===== src/rtl/cmd_sequencer.sv =====
// Steps a downstream executor through command indices 0..NUM_CMDS-1, with a start/ready
// handshake, programmable inter-command interval, pause/single-pass modes and a watchdog.
module cmd_sequencer #(
  parameter int unsigned CMD_W    = 3,
  parameter int unsigned NUM_CMDS = 5,
  parameter int unsigned INTERVAL = 25000000,
  parameter int unsigned TIMEOUT  = 1000000
) (
  input  logic             clk,
  input  logic             rst,
  input  logic             enable,
  input  logic             single_pass,
  input  logic             ready_command,
  output logic [CMD_W-1:0] command,
  output logic             start,
  output logic             busy,
  output logic             done,
  output logic             timeout_err
);

  localparam int unsigned IvW  = $clog2(INTERVAL + 1);
  localparam int unsigned WdW  = (TIMEOUT > 0) ? $clog2(TIMEOUT + 1) : 1;
  localparam bit          WdEn = (TIMEOUT > 0);

  localparam logic [CMD_W-1:0] LastCmd = CMD_W'(NUM_CMDS - 1);
  localparam logic [IvW-1:0]   IvLoad  = IvW'(INTERVAL - 1);
  localparam logic [WdW-1:0]   WdLast  = WdW'((TIMEOUT > 0) ? TIMEOUT - 1 : 0);

  typedef enum logic [1:0] {StIdle, StSend, StWaitDone, StInterval} state_e;

  state_e           state_q, state_d;
  logic [CMD_W-1:0] cmd_q, cmd_d;
  logic [IvW-1:0]   timer_q, timer_d;
  logic [WdW-1:0]   wd_q, wd_d;
  logic             start_q, start_d;
  logic             busy_q, busy_d;
  logic             done_q, done_d;
  logic             err_q, err_d;
  logic             wd_expired;
  logic             wrap;

  always_comb begin
    state_d    = state_q;
    cmd_d      = cmd_q;
    timer_d    = timer_q;
    wd_d       = wd_q;
    err_d      = err_q;
    done_d     = 1'b0;
    wrap       = (cmd_q == LastCmd);
    wd_expired = WdEn && (wd_q == WdLast);

    unique case (state_q)
      StIdle: begin
        if (enable) begin
          state_d = StSend;
          err_d   = 1'b0;
          wd_d    = '0;
        end
      end
      StSend: begin
        // Handshake progress takes priority over a coincident watchdog expiry.
        if (!ready_command) begin
          state_d = StWaitDone;
          wd_d    = WdEn ? wd_q + 1'b1 : wd_q;
        end else if (wd_expired) begin
          state_d = StIdle;
          err_d   = 1'b1;
        end else begin
          wd_d = WdEn ? wd_q + 1'b1 : wd_q;
        end
      end
      StWaitDone: begin
        if (ready_command) begin
          state_d = StInterval;
          timer_d = IvLoad;
        end else if (wd_expired) begin
          state_d = StIdle;
          err_d   = 1'b1;
        end else begin
          wd_d = WdEn ? wd_q + 1'b1 : wd_q;
        end
      end
      StInterval: begin
        if (timer_q == '0) begin
          cmd_d  = wrap ? '0 : cmd_q + 1'b1;
          done_d = wrap;
          if (wrap && single_pass) begin
            state_d = StIdle;
          end else if (enable) begin
            state_d = StSend;
            wd_d    = '0;
          end else begin
            // Pause: the advanced index is kept and resumes on the next enable.
            state_d = StIdle;
          end
        end else begin
          timer_d = timer_q - 1'b1;
        end
      end
      default: state_d = StIdle;
    endcase

    start_d = (state_d == StSend);
    busy_d  = (state_d != StIdle);
  end

  always_ff @(posedge clk or negedge rst) begin
    if (!rst) begin
      state_q <= StIdle;
      cmd_q   <= '0;
      timer_q <= '0;
      wd_q    <= '0;
      start_q <= 1'b0;
      busy_q  <= 1'b0;
      done_q  <= 1'b0;
      err_q   <= 1'b0;
    end else begin
      state_q <= state_d;
      cmd_q   <= cmd_d;
      timer_q <= timer_d;
      wd_q    <= wd_d;
      start_q <= start_d;
      busy_q  <= busy_d;
      done_q  <= done_d;
      err_q   <= err_d;
    end
  end

  assign command     = cmd_q;
  assign start       = start_q;
  assign busy        = busy_q;
  assign done        = done_q;
  assign timeout_err = err_q;

endmodule


===== config.mk =====
export PLATFORM = sky130hd
export DESIGN_NAME = cmd_sequencer
export DESIGN_NICKNAME = d
export VERILOG_FILES = /design/src/rtl/cmd_sequencer.sv
export SDC_FILE = /design/constraint.sdc
export NUM_CORES = 1
export LEC_CHECK = 0
export ABC_CLOCK_PERIOD_IN_PS = 2800
export CAP_MARGIN = 40
export CORE_MARGIN = 3
export CORE_UTILIZATION = 40
export CTS_CLUSTER_DIAMETER = 60
export CTS_CLUSTER_SIZE = 30
export DETAILED_ROUTE_END_ITERATION = 7
export PLACE_DENSITY_LB_ADDON = 0.15
export RECOVER_POWER = 50
export SLEW_MARGIN = 20
export SYNTH_ARGS = -nofsm -noshare
export SYNTH_HDL_FRONTEND = slang
export SYNTH_SLANG_ARGS = --single-unit

===== constraint.sdc =====
create_clock -name clk -period 2.8 [get_ports clk]
set_input_delay 0.56 -clock clk [delete_from_list [all_inputs] [get_ports clk]]
set_output_delay 0.56 -clock clk [all_outputs]
set_load 0.01 [all_outputs]

Word-level counts from Yosys, hierarchy flattened

Index checks and enable logic that the tools add are counted.

Input bits: 5
Output and inout bits: 7
Word-level logic and storage cells: 60
Register bits: 54

Add/subtract/negate cells: 3
Equality and inequality tests: 13
Reduce and logical (&&, ||, !) cells: 10
Multiplexer cells: 26

Operators with widths:

| operator                                            | number |
|---|---|
| 2-to-1 mux 20 bit                                   | 6 |
| case mux 20 bit (4 select lines)                    | 1 |
| 2-to-1 mux 25 bit                                   | 2 |
| case mux 25 bit (2 select lines)                    | 1 |
| zero test 25 bit                                    | 1 |
| subtractor 25 x 1 -> 25 bit, second input constant  | 1 |
| adder 20 x 1 -> 20 bit, second input constant       | 1 |
| equality test 20 bit, second input constant         | 1 |
| inequality test 2 bit, second input constant        | 7 |
| 2-to-1 mux 2 bit                                    | 5 |
| 2-to-1 mux 1 bit                                    | 8 |
| case mux 2 bit (4 select lines)                     | 1 |
| AND reduction 3 bit                                 | 2 |
| equality test 2 x 1 -> 1 bit, second input constant | 2 |
| equality test 2 bit, second input constant          | 2 |
| AND reduction 4 bit                                 | 1 |
| nonzero test 2 bit                                  | 2 |
| adder 3 x 1 -> 3 bit, second input constant         | 1 |
| equality test 3 bit, second input constant          | 1 |
| 2-to-1 mux 3 bit                                    | 1 |
| case mux 1 bit (3 select lines)                     | 1 |
| nonzero test 3 bit                                  | 1 |
| zero test 2 bit                                     | 1 |
| AND reduction 2 bit                                 | 1 |
| logical AND 1 bit                                   | 1 |

Longest topological paths before layout

Word-level depth: 6
Mapped depth: 10
Mapped depth without buffers: 9

Least setup slack after synthesis

Ideal clock, no wire load.

Path type: register to register
Start point: register timer_q[0]
End point: register timer_q[16]
Stages on the path, launching flop included: 10
Setup time: 134 ps
Arrival time: 2,465 ps
Setup slack: 201 ps
Period minus slack after synthesis: 2,599 ps
Cells stage by stage: dfrtp_1 inv_1 ha_1 or4b_4 or4_4 buf_6 nand3b_4 or4_1 xor2_1 nand2_1

Longest elaborated chain between the ends: 3
Elaborated cells between the ends (all ways): 6
Classes of those cells: 1 x add/sub; 1 x eq/ne; 2 x mux; 2 x reduce/logical

RTL lines:

| element                                                                        | RTL line | text |
|---|---|---|
| start: declaration                                                             | 33       | `logic [IvW-1:0] timer_q, timer_d;` |
| start signal: assignment                                                       | 120      | `timer_q <= timer_d;` |
| subtractor 25 x 1 -> 25 bit / zero test 25 bit (equally long branches)         | 97, 84   |  |
| 2-to-1 mux 25 bit / inequality test 2 bit (equally long branches)              | n/a      |  |
| case mux 25 bit (2 select lines) / AND reduction 3 bit (equally long branches) | n/a      |  |

Parallel ways exist; a longest one is shown, timed or not. The select of a mux whose other input is x is not followed.
A chain may end at the register's enable or synchronous reset.

Final worst setup path

Same ends and word-level chain as after synthesis.

==> results.md <==
- Post-detail-place hpwl: 4870 um
- Clock slew at reported path FFs: 100 ps
- GR Util All Layers: 0.163
- Slew @ Worst Pin: 1500 ps
- First-pass GRT wire length: 11,500 um
- Endpoints failing hold: 0
- Pre-antenna DRT Iters: 4
- R2r startpoint: timer_q[0]
- Final Max Tran Viols: 0
- CP Class: flip-flop to flip-flop
- TritonCTS Sinks: 54
- Worst VDD drop: 0.000517 V
- Antenna-violating nets left: 0
- Worst Hold Depth: 1
- Grt total ovfl: 0
- Final WL: 6720 um
- DRC: 0
- Cts repair resizes: 0
- Worst Path Required: 2990 ps
- Tcrit/Tclk final: 0.947
- Synth top area share: 0.437
- Full die area: 0.00882 mm2
- Gpl congestion: 0.846
- Highest Clock Rate: 377 MHz
- Initial core utilization: 0.420
- Post-layout nets: 365
- Inst Count DP: 444
- Violated checks: max-capacitance violations
- Final setup vio count: 0
- RSZ-0062 raised after global routing: false
- Final Total Pwr: 2.70 mW
- Share of cells above drive strength 1: 0.108
- Htree depth: 2
- Post-Syn Area per Cell: 9.40 um2
- WP data arrival: 2840 ps
- Synth area leaders: dfrtp_1 44%, nand2_1 5.1%, o21ai_0 3.7%
- Number of cells on the worst reg-to-reg path: 8
- Slew HR: 0.00292
- Post-synth EDFFs: 0
- Root Driver: clkbuf_8
- Synth Flop Type: dfrtp_1
- Largest area contributor in the netlist: dfrtp_1
- Pin count of the biggest net entering global routing: 30
- Fin crit period: 2650 ps
- Sequential-to-total area share from yosys stat: 0.437
- Design area: 0.00345 mm2
- FILL cells: 714
- Worst Hold Class: flip-flop to flip-flop
- Leak: 1.37 nW
- R2R Setup Slk: 150 ps
- Layout area overhead: 11.6%
- Initial antenna violation count: 0
- Syn_nets: 342
- CP endpoint kind: flip-flop
- Register bit total from synthesis: 54
- Power per cell area: 782 mW/mm2
- Mean routed wirelength per cell: 14.9 um
- Area of the mapped netlist: 0.00309 mm2
- Worst setup SP type: flip-flop
- Worst-path maximum fanout: 7
- Cell variety after synth: 50
- Ports: 12
- Number of cell rows: 31
- CORE AREA: 0.00737 mm2
- Drt via density: 5.44
- Placed cell area: 0.00338 mm2
- DIE HEIGHT: 93.9 um
- Worst Hold Endpoint: wd_q[17]
- Post-synth ARST share: 1.00
- CTS max path bufs: 2
- Yosys warning count: 0
- DRT iter0 DRCs: 81
- Outcome: complete, but fails checks
- Worst-skew pair later-pin latency: 310 ps
- Vias in the first global route: 2,407
- Die width: 93.9 um
- Via count: 2,460
- Final setup TNS: 0 ps
- Post-CTS Setup Inserts: 0
- Hold Startpoint: wd_q[17]
- Final Non-Filler Cells: 452
- Reg-to-Reg End: timer_q[16]
- CTS Hold Buffers Added: 0
- Synthesized netlist cell count: 329
- Clock tree from TritonCTS: yes
- Port buffer count: 11
- TritonCTS Buffers: 5
- Max-cap viol count: 1
- Fin Clk Skew: 11.2 ps
- # diodes: 0
==> critical path: stages (launching register included) <==
cell and delay, ps:
dfrtp_1 420, inv_1 70, ha_1 170, or4b_4 490, or4_4 550, nand3b_4 210
or4_1 420, xor2_1 140, nand2_1 60
==> synthesized netlist by cell type, drive strengths merged (7+ instances only) <==
library cell	instances
dfrtp	54
or4	7
and3	7
a21oi	16
xnor2	7
ha	8
nand4	7
a31oi	9
o21ai	24
nor3	9
nor2	26
inv	15
or3	8
o31ai	8
nand2	43
xor2	12
nand3	7
==> cells in the final DEF, fill, tap and decap left out, types with 8 or more instances in the layout <==
cell type,synthesis,final
dfrtp_1,54,54
nand2_1,42,42
nor2_1,26,26
o21ai_0,23,23
a21oi_1,16,16
inv_1,15,15
xor2_1,12,12
buf_4,0,12
nor3_1,9,9
a31oi_1,9,9
or3_1,8,8
o31ai_1,8,8
ha_1,8,8
==> cells by family after synthesis <==
family	count (synthesis)	share of synthesized area
flip-flops	54	0.437
buffers and inverters	23	0.0360
XOR/XNOR	19	0.0538
AND/OR/NAND/NOR	139	0.244
AO/OA/AOI/OAI	81	0.179
multiplexers	5	0.0178
adder cells (fa/ha/maj)	8	0.0324
==> state kept, by name (all words and copies together), names as in the netlist <==
signal       flops
timeout_err      1
wd_q            20
done             1
timer_q         25
start            1
command          3
state_q          2
busy             1
==> cell type report <==
type	instances	area [um2]	area share
inverter	15	56.3	0.0163
clock buffer	7	86.3	0.0250
sequential	54	1350	0.392
clock inverter	1	5.00	0.00145
timing repair buffer	24	199	0.0577
tap	99	124	0.0359
multi-input combinational	252	1630	0.472
==> worst max path at each step <==
| stage | from | end | cells after the start |
|---|---|---|---|
| after floorplan | timer_q[0] | timer_q[16] | 9 |
| after global placement | timer_q[0] | timer_q[16] | 8 |
| after detailed placement | timer_q[0] | timer_q[16] | 8 |
| after CTS | timer_q[0] | timer_q[16] | 8 |
| after global routing | timer_q[1] | start | 8 |
| final | timer_q[0] | timer_q[16] | 8 |
==> metal layers <==
layer | global-route usage | up-vias | part of all wire
met5 | 0 | - | 0
met4 | 0.0493 | 0 | 0.012
met3 | 0.0272 | 7 | 0.020
met2 | 0.267 | 25 | 0.48
met1 | 0.219 | 1184 | 0.49
li1 | - | 1244 | -
==> stage by stage <==
stage	setup WS [ps]	utilization	hold slack (ps)
floorplan	201	-	264
global placement	191	0.458	495
detailed placement	136	0.458	501
CTS	125	0.470	281
global route	11.5	0.468	538
finish	147	0.468	516
==> report_power, final <==
group | total, mW | internal (mW) | switching [mW]
registers | 1.15 | 0.969 | 0.182
clock network | 0.463 | 0.201 | 0.262
logic | 1.08 | 0.436 | 0.649
total | 2.70 | 1.61 | 1.09
(Power assumes the default switching activity.)
